### config.mk
export PLATFORM = sky130hd
export DESIGN_NAME = telemetry_framer
export DESIGN_NICKNAME = d
export VERILOG_FILES = /design/src/rtl/telemetry_framer.sv
export SDC_FILE = /design/constraint.sdc
export NUM_CORES = 1
export LEC_CHECK = 0
export ABC_AREA = 1
export CORE_ASPECT_RATIO = 0.6
export CORE_MARGIN = 10
export CORE_UTILIZATION = 30
export DETAILED_ROUTE_END_ITERATION = 6
export GPL_ROUTABILITY_DRIVEN = 1
export PLACE_DENSITY_LB_ADDON = 0.1
export REMOVE_ABC_BUFFERS = 1
export SYNTH_ARGS = -nofsm -noshare
export SYNTH_HDL_FRONTEND = slang
export SYNTH_SLANG_ARGS = --single-unit
### constraint.sdc
create_clock -name sclk -period 3.8 [get_ports sclk]
set_input_delay 0.76 -clock sclk [delete_from_list [all_inputs] [get_ports sclk]]
set_output_delay 0.76 -clock sclk [all_outputs]
set_load 0.05 [all_outputs]
### src/rtl/telemetry_framer.sv
// telemetry_framer
//
// Packetiser between the rail-sensor sampler and the UART transmitter.
// Snapshots one set of channel samples, then emits the frame
//     SYNC_BYTE, SEQ, MASK, LEN, payload..., CHK
// one byte at a time through the transmitter's start/ready handshake.
//
// Ports
//   sclk         system clock
//   rst          synchronous reset, active-high
//   sampleValid  one-cycle strobe qualifying sampleData / chanEnable
//   sampleData   channel k at [k*SAMPLE_WIDTH +: SAMPLE_WIDTH]
//   chanEnable   per-channel include mask
//   uartReady    transmitter idle and able to accept a byte
//   dataReady    one-cycle start pulse to the transmitter
//   outByte      byte to transmit, valid while dataReady is high (else 0)
//   frameBusy    high from capture until the last byte completes
//   dropCount    saturating count of samples rejected while busy
//
// state      | meaning
// -----------+---------------------------------------------------------
// S_IDLE     | no frame in flight; next sampleValid is captured
// S_SEND     | byte r_idx pending; start pulse issued when uartReady=1
// S_WAIT_ACK | start pulse issued; waiting for transmitter to go busy
// S_WAIT_DONE| transmitter busy; on ready, next byte or end of frame

module telemetry_framer #(
    parameter int          NUM_CHANNELS = 5,
    parameter int          SAMPLE_WIDTH = 16,
    parameter logic [7:0]  SYNC_BYTE    = 8'hA5
) (
    input  logic                                 sclk,
    input  logic                                 rst,
    input  logic                                 sampleValid,
    input  logic [NUM_CHANNELS*SAMPLE_WIDTH-1:0] sampleData,
    input  logic [NUM_CHANNELS-1:0]              chanEnable,
    input  logic                                 uartReady,
    output logic                                 dataReady,
    output logic [7:0]                           outByte,
    output logic                                 frameBusy,
    output logic [7:0]                           dropCount
);

    localparam int         BYTES_PER = (SAMPLE_WIDTH + 7) / 8;
    localparam logic [1:0] BYTE_TOP  = 2'(BYTES_PER - 1);

    localparam logic [1:0] S_IDLE      = 2'd0;
    localparam logic [1:0] S_SEND      = 2'd1;
    localparam logic [1:0] S_WAIT_ACK  = 2'd2;
    localparam logic [1:0] S_WAIT_DONE = 2'd3;

    logic [1:0]                           r_state;
    logic [NUM_CHANNELS*SAMPLE_WIDTH-1:0] r_snap;
    logic [7:0]                           r_mask;
    logic [5:0]                           r_len;
    logic [5:0]                           r_idx;
    logic [7:0]                           r_seq;
    logic [7:0]                           r_chk;
    logic [7:0]                           r_drop;
    logic [2:0]                           r_chan;   // channel feeding the payload
    logic [1:0]                           r_bsel;   // byte of that sample, MSB first

    logic [7:0]  w_mask_in;
    logic [5:0]  w_len_in;
    logic [31:0] w_sample;
    logic [7:0]  w_pay_byte;
    logic [7:0]  w_byte;
    logic        w_last;
    logic        w_is_pay;
    logic [2:0]  w_next_chan;

    function automatic logic [3:0] popcnt(input logic [7:0] m);
        logic [3:0] c;
        c = 4'd0;
        for (int k = 0; k < 8; k++) begin
            c = c + {3'd0, m[k]};
        end
        return c;
    endfunction

    // Lowest enabled channel index >= start; 0 when none (never used then).
    function automatic logic [2:0] first_from(input logic [7:0] m, input logic [3:0] start);
        logic [2:0] res;
        logic       found;
        res   = 3'd0;
        found = 1'b0;
        for (int k = 0; k < 8; k++) begin
            if (!found && (4'(k) >= start) && m[k]) begin
                res   = 3'(k);
                found = 1'b1;
            end
        end
        return res;
    endfunction

    always_comb begin
        w_mask_in                     = 8'd0;
        w_mask_in[NUM_CHANNELS-1:0]   = chanEnable;
        w_len_in                      = 6'(int'(popcnt(w_mask_in)) * BYTES_PER);
    end

    // Payload byte: current channel's sample, zero-extended, byte r_bsel.
    always_comb begin
        w_sample = 32'd0;
        for (int k = 0; k < NUM_CHANNELS; k++) begin
            if (3'(k) == r_chan) begin
                w_sample[SAMPLE_WIDTH-1:0] = r_snap[k*SAMPLE_WIDTH +: SAMPLE_WIDTH];
            end
        end
        case (r_bsel)
            2'd0:    w_pay_byte = w_sample[7:0];
            2'd1:    w_pay_byte = w_sample[15:8];
            2'd2:    w_pay_byte = w_sample[23:16];
            default: w_pay_byte = w_sample[31:24];
        endcase
    end

    assign w_last      = (r_idx == 6'd4 + r_len);
    assign w_is_pay    = (r_idx >= 6'd4) && (r_idx < 6'd4 + r_len);
    assign w_next_chan = first_from(r_mask, {1'b0, r_chan} + 4'd1);

    always_comb begin
        case (r_idx)
            6'd0:    w_byte = SYNC_BYTE;
            6'd1:    w_byte = r_seq;
            6'd2:    w_byte = r_mask;
            6'd3:    w_byte = {2'b00, r_len};
            default: w_byte = w_last ? r_chk : w_pay_byte;
        endcase
    end

    always_ff @(posedge sclk) begin
        if (rst) begin
            r_state <= S_IDLE;
            r_snap  <= '0;
            r_mask  <= 8'd0;
            r_len   <= 6'd0;
            r_idx   <= 6'd0;
            r_seq   <= 8'd0;
            r_chk   <= 8'd0;
            r_drop  <= 8'd0;
            r_chan  <= 3'd0;
            r_bsel  <= BYTE_TOP;
        end else begin
            if (sampleValid && (r_state != S_IDLE) && (r_drop != 8'hFF)) begin
                r_drop <= r_drop + 8'd1;
            end

            case (r_state)
                S_IDLE: begin
                    if (sampleValid) begin
                        r_snap  <= sampleData;
                        r_mask  <= w_mask_in;
                        r_len   <= w_len_in;
                        r_idx   <= 6'd0;
                        r_chk   <= 8'd0;
                        r_chan  <= first_from(w_mask_in, 4'd0);
                        r_bsel  <= BYTE_TOP;
                        r_state <= S_SEND;
                    end
                end
                S_SEND: begin
                    if (uartReady) begin
                        // Checksum covers everything after SYNC up to CHK itself.
                        if ((r_idx != 6'd0) && !w_last) begin
                            r_chk <= r_chk ^ w_byte;
                        end
                        r_state <= S_WAIT_ACK;
                    end
                end
                S_WAIT_ACK: begin
                    if (!uartReady) begin
                        r_state <= S_WAIT_DONE;
                    end
                end
                S_WAIT_DONE: begin
                    if (uartReady) begin
                        if (w_last) begin
                            r_seq   <= r_seq + 8'd1;
                            r_state <= S_IDLE;
                        end else begin
                            r_idx   <= r_idx + 6'd1;
                            r_state <= S_SEND;
                            if (w_is_pay) begin
                                if (r_bsel == 2'd0) begin
                                    r_chan <= w_next_chan;
                                    r_bsel <= BYTE_TOP;
                                end else begin
                                    r_bsel <= r_bsel - 2'd1;
                                end
                            end
                        end
                    end
                end
                default: r_state <= S_IDLE;
            endcase
        end
    end

    // Start pulse is combinational on uartReady so the first byte can go out
    // in the cycle right after capture.
    assign dataReady = (r_state == S_SEND) && uartReady;
    assign outByte   = dataReady ? w_byte : 8'h00;
    assign frameBusy = (r_state != S_IDLE);
    assign dropCount = r_drop;

endmodule
## Yosys cells after proc, flatten, opt, wreduce, memory -nomap -nowiden

Index checks and enable logic that the tools add are counted.

- $add $sub $neg: 10
- $lt $le $gt $ge: 7
- Eq/ne operators: 21
- Multiplexer cells: 62
- Bitwise gates (word level): 1
- Reductions and logical operators: 42

Operators by type and width:

| cell | count |
|---|---|
| 16-bit two-way mux | 5 |
| 8-bit two-way mux | 5 |
| 3-bit two-way mux | 11 |
| 8-bit case mux with 2 select lines | 2 |
| 8-bit case mux with 4 select lines | 1 |
| 1-bit two-way mux | 23 |
| 1-bit logical AND | 18 |
| 6-bit two-way mux | 3 |
| 8-bit by 1-bit adder with 8-bit output (second input constant) | 2 |
| 2-bit two-way mux | 8 |
| 2-bit != test (second input constant) | 8 |
| 6-bit by 2-bit == test with 1-bit output (second input constant) | 2 |
| 6-bit case mux with 2 select lines | 1 |
| 4-bit AND reduction | 3 |
| 1-bit zero test | 9 |
| 1-bit by 4-bit >= comparator with 1-bit output (first input constant) | 2 |
| 2-bit by 4-bit >= comparator with 1-bit output (first input constant) | 2 |
| 8-bit != test (second input constant) | 1 |
| 2-bit case mux with 4 select lines | 1 |
| 8-bit XOR | 1 |
| 3-bit by 5-bit adder with 6-bit output (first input constant) | 1 |
| 6-bit by 1-bit adder with 6-bit output (second input constant) | 1 |
| 2-bit by 3-bit == test with 1-bit output (first input constant) | 2 |
| 6-bit by 1-bit == test with 1-bit output (second input constant) | 1 |
| other kinds (25) | 30 |

- Flip-flop bits (word level): 126
- Input port bits: 89
- Output and inout bits: 18
- Word-level logic and storage cells: 153

## Longest topological paths before layout

- Word-level depth: 27
- Depth in mapped cells: 17

## Worst setup path before layout

Ideal clock, no wire load.

- Path type: register to output
- From: register r_len[2]
- To: output outByte[5]
- Arrival: 2417 ps
- Data required time: 3040 ps
- Slack: 623 ps
- Cell stages (with the launch flop): 12
- Buffers on the path: 1
- Path through: dfxtp_1 > ha_1 > inv_1 > ha_1 > nand4_1 > inv_1 > nand2_2 > inv_1 > clkbuf_1 > a21oi_1 > nand2_1 > a21oi_1

- Cells in the longest elaborated chain, start to end: 5

Ends and longest elaborated chain:

| what | RTL line | RTL |
|---|---|---|
| from (decl) | 55 | `logic [5:0] r_len;` |
| from (signal assigned) | 154 | `r_len <= w_len_in;` |
| 3-bit by 5-bit adder with 6-bit output | 118 | `assign w_last = (r_idx == 6'd4 + r_len);` |
| 6-bit == test | 118 |  |
| 8-bit two-way mux | 128 | `default: w_byte = w_last ? r_chk : w_pay_byte;` |
| 8-bit case mux with 4 select lines | 123 | `case (r_idx)` |
| 8-bit two-way mux | 203 | `assign outByte = dataReady ? w_byte : 8'h00;` |
| to (decl) | 39 | `output logic [7:0] outByte,` |

No other way between the ends.

## Worst setup path in the final report

- From: register r_len[2]
- To: output outByte[2]

- Cells in the longest elaborated chain, start to end: 5

Ends and longest elaborated chain:

| what | RTL line |
|---|---|
| 3-bit by 5-bit adder with 6-bit output | 118 |
| 6-bit == test | 118 |
| 8-bit two-way mux | 128 |
| 8-bit case mux with 4 select lines * | 123 |
| 8-bit two-way mux * | 203 |

Every way passes the cells marked *; elsewhere a longest branch is shown, timed or not.

==> out/summary.log <==
INFO  die            initial_utilization=0.3072
INFO  cells_and_area fillers=2277
INFO  timing         setup_total_negative_slack=0ns
INFO  route          drc=0
INFO  timing         rsz0062_at_grt=false
INFO  run_status     status=complete, no violations
INFO  global_route   initial_antenna_violation_count=0
INFO  global_route   global_route.usage.met3=0.03768
INFO  synthesis      post-synth-top-area-fraction=0.3845
INFO  synthesis      synthesis.area=6509squm
INFO  synthesis      synth_top_area_cell=sky130_fd_sc_hd__dfxtp_1
INFO  synthesis      yosysUniqueCellTypes=31
INFO  timing         slew_viol_final=0
INFO  die            die_area=28180squm
INFO  clocking       clock-sinks=125
INFO  route          drt_iter0_drc=375
INFO  synthesis      synth-seq-cells=125
INFO  die            die_w=210.2microns
INFO  setup_path     cp_slowest_cell=sky130_fd_sc_hd__dfxtp_1
INFO  clocking       cts_setup_buffers=0
INFO  timing         final.period_utilization=0.9460
INFO  die            chipHeight=134.1microns
INFO  power          powerDensity=671.4nW/um^2
INFO  synthesis      synthesized_instance_count=1014
INFO  power          maximum_vdd_ir_drop=256.4uV
INFO  cells_and_area most_common_cell_after_layout_fill_and_taps_aside=sky130_fd_sc_hd__nor2_1
INFO  setup_path     cp-end-kind=output pin
INFO  clocking       worst_setup_hold_path_clk_slew=0.05ns
INFO  global_route   globalRouteOverflowTotal=0
INFO  setup_path     cp.required=3.04ns
INFO  route          route.antenna.remaining_nets=0
INFO  die            design.core.area=21190squm
INFO  cells_and_area commonest_cells_after_routing_fill_and_taps_aside=242 x sky130_fd_sc_hd__nor2_1, 204 x sky130_fd_sc_hd__nand2_1, 125 x sky130_fd_sc_hd__dfxtp_1
INFO  synthesis      synth_top_cells_by_area=sky130_fd_sc_hd__dfxtp_1 38%, sky130_fd_sc_hd__nor2_1 14%, sky130_fd_sc_hd__nand2_1 12%
INFO  clocking       holdBufCountCts=0
INFO  cells_and_area layout-area-overhead-vs-synth=31.12%
INFO  global_route   grt.met2_usage=0.2060
INFO  power          power.leakage=3.723nW
INFO  timing         setup-violations-final=0
INFO  route          detailedRoute.firstPassIterationCount=5
INFO  place          place.gp.congestion=0.8149
INFO  setup_path     crit_chain=ha_1, inv_1, ha_1, nand4_1, inv_1, nand2_2, inv_1, a21oi_1, nand2_1, nand2_1, nor2_1, buf_12
INFO  setup_path     crit_path_max_cell_delay=0.34ns
INFO  synthesis      synth_area_per_cell=6.419squm
INFO  setup_path     critical_path_class=reg -> out
INFO  synthesis      yosysSeqAreaShare=0.3845
INFO  cells_and_area layout-drive-gt1-share=0.05735
INFO  place          placed_wire_length_estimate=14850microns
INFO  global_route   largest_net_degree_at_the_start_of_global_routing=94
INFO  clocking       cts_root_buffer=sky130_fd_sc_hd__clkbuf_16
INFO  clocking       max-clock-path-buffers=2
INFO  setup_path     cp.arrival=2.83ns
INFO  route          drt-vias-per-instance=4.540
INFO  cells_and_area final_net_count=1220
INFO  worst_hold_path worstHoldPathType=reg -> reg
INFO  timing         worst_margin_slew=0.9471ns
INFO  setup_path     maximum_fanout_along_the_worst_path=12
INFO  timing         fmax=278.2MHz
INFO  timing         slew-limit-headroom=0.3686
INFO  cells_and_area fin_util=0.4028
INFO  flow_run       max_cap_violations=0
INFO  global_route   grt-busiest-layer=met1
INFO  global_route   grt_util_all_layers=0.1452
INFO  clocking       ctsHtreeMaxLevel=4
INFO  timing         post-route-min-period=3.595ns
INFO  setup_path     startpoint_type=flip-flop
INFO  place          port-buffer-count=106
INFO  route          vias=6333
INFO  clocking       cts-buffers-inserted=17
INFO  global_route   grt_first_pass_wirelength=32890microns
INFO  cells_and_area antenna_cells=0
INFO  clocking       worstSkewPairLatency=0.41ns
INFO  timing         fin_skew=0.008758ns
INFO  die            rows=41
INFO  cells_and_area post-route-cell-area=8534squm
INFO  route          routed_wl=20150microns
INFO  synthesis      synth_warnings=0
INFO  setup_path     critical-path-top-cell-by-count=sky130_fd_sc_hd__inv_1
INFO  clocking       tritoncts=done
INFO  route          detail_route.wl_per_cell=14.44microns
INFO  timing         report.final.hold_viol_count=0
INFO  global_route   grt_pass1_vias=6150
INFO  die            boundaryPins=107
INFO  global_route   grt_use_met1=0.2140
INFO  place          placed_area=7904squm
INFO  clocking       post_cts.resized_instances=0
critical path: cells and delay by family (launching register included):
family | cells | cell delay (ns)
AO/OA/AOI/OAI | 1 | 0.12
adder cells (fa/ha/maj) | 2 | 0.61
buffers and inverters | 4 | 0.66
flip-flops | 1 | 0.34
AND/OR/NAND/NOR | 5 | 0.70
synth_stat cells (all sizes together):
cell type and count:
nand3 58, nor3b 1, clkinv 15, fa 2, a21oi 45, ha 25, nor4 1, xor2 1
and3 1, o211ai 3, nand2 206, nor3 14, clkbuf 33, o22ai 2, inv 85, o21a 2
dfxtp 125, buf 15, or2 1, nand4 9, o21ai 120, a211oi 2, nor2 245, o2111ai 3
cell type report:
class,count,area [sq um],share of cell area
timing repair buffer,119,1239,0.1451
tap,279,349.1,0.04090
clock buffer,26,519.2,0.06084
sequential,125,2502,0.2932
multi-input combinational,741,3443,0.4035
inverter,100,379.1,0.04442
clock inverter,5,102.6,0.01202
sequential cells by signal (all words and copies together) (netlist names):
name,count
r_snap,80
dropCount,8
r_state,2
r_seq,8
r_mask,5
r_chan,3
r_len,3
r_bsel,2
r_idx,6
r_chk,8
worst paths after layout:
kind,startpoint,end,slack (ns),depth (start not counted)
worst max-delay path,r_len[2],outByte[2],0.21,12
worst min-delay path,dropCount[4],dropCount[4],0.46,2
worst max register to register,r_len[2],r_chan[0],0.97,15
worst min register to register,dropCount[4],dropCount[4],0.46,2
power by group:
part	total (mW)	leakage [nW]	internal (mW)	switching (mW)
logic	2.13	2.39	0.736	1.40
clock network	1.73	0.303	1.13	0.592
registers	1.87	1.03	1.65	0.219
kinds of logic (layout without fill, tap and decap cells):
logic type	Yosys count	after routing	share of synthesized area
buffers and inverters	148	250	0.08766
and+or+nand+nor	536	536	0.3314
xor gates and xnor gates	1	1	0.001346
adders and majority gates	27	27	0.05421
AOI/OAI and AO/OA	177	177	0.1409
DFF	125	125	0.3845
through the flow:
stage	std cells	power [mW]	hold WS (ns)	setup WS (ns)
finish	1395	5.730	0.4616	0.2051
global route	1395	6.189	0.4934	0.02547
CTS	1395	5.787	0.4681	0.04826
detailed placement	1364	4.037	0.4559	0.5044
global placement	1364	4.036	0.4549	0.5477
floorplan	966	3.275	0.4389	-0.6967
per-layer routing:
metal	vias to the layer above	routed length [microns]
li1	3409	-
met1	2817	11340
met2	96	7966
met3	11	727
met4	0	120
met5	-	0
(Power assumes the default switching activity.)
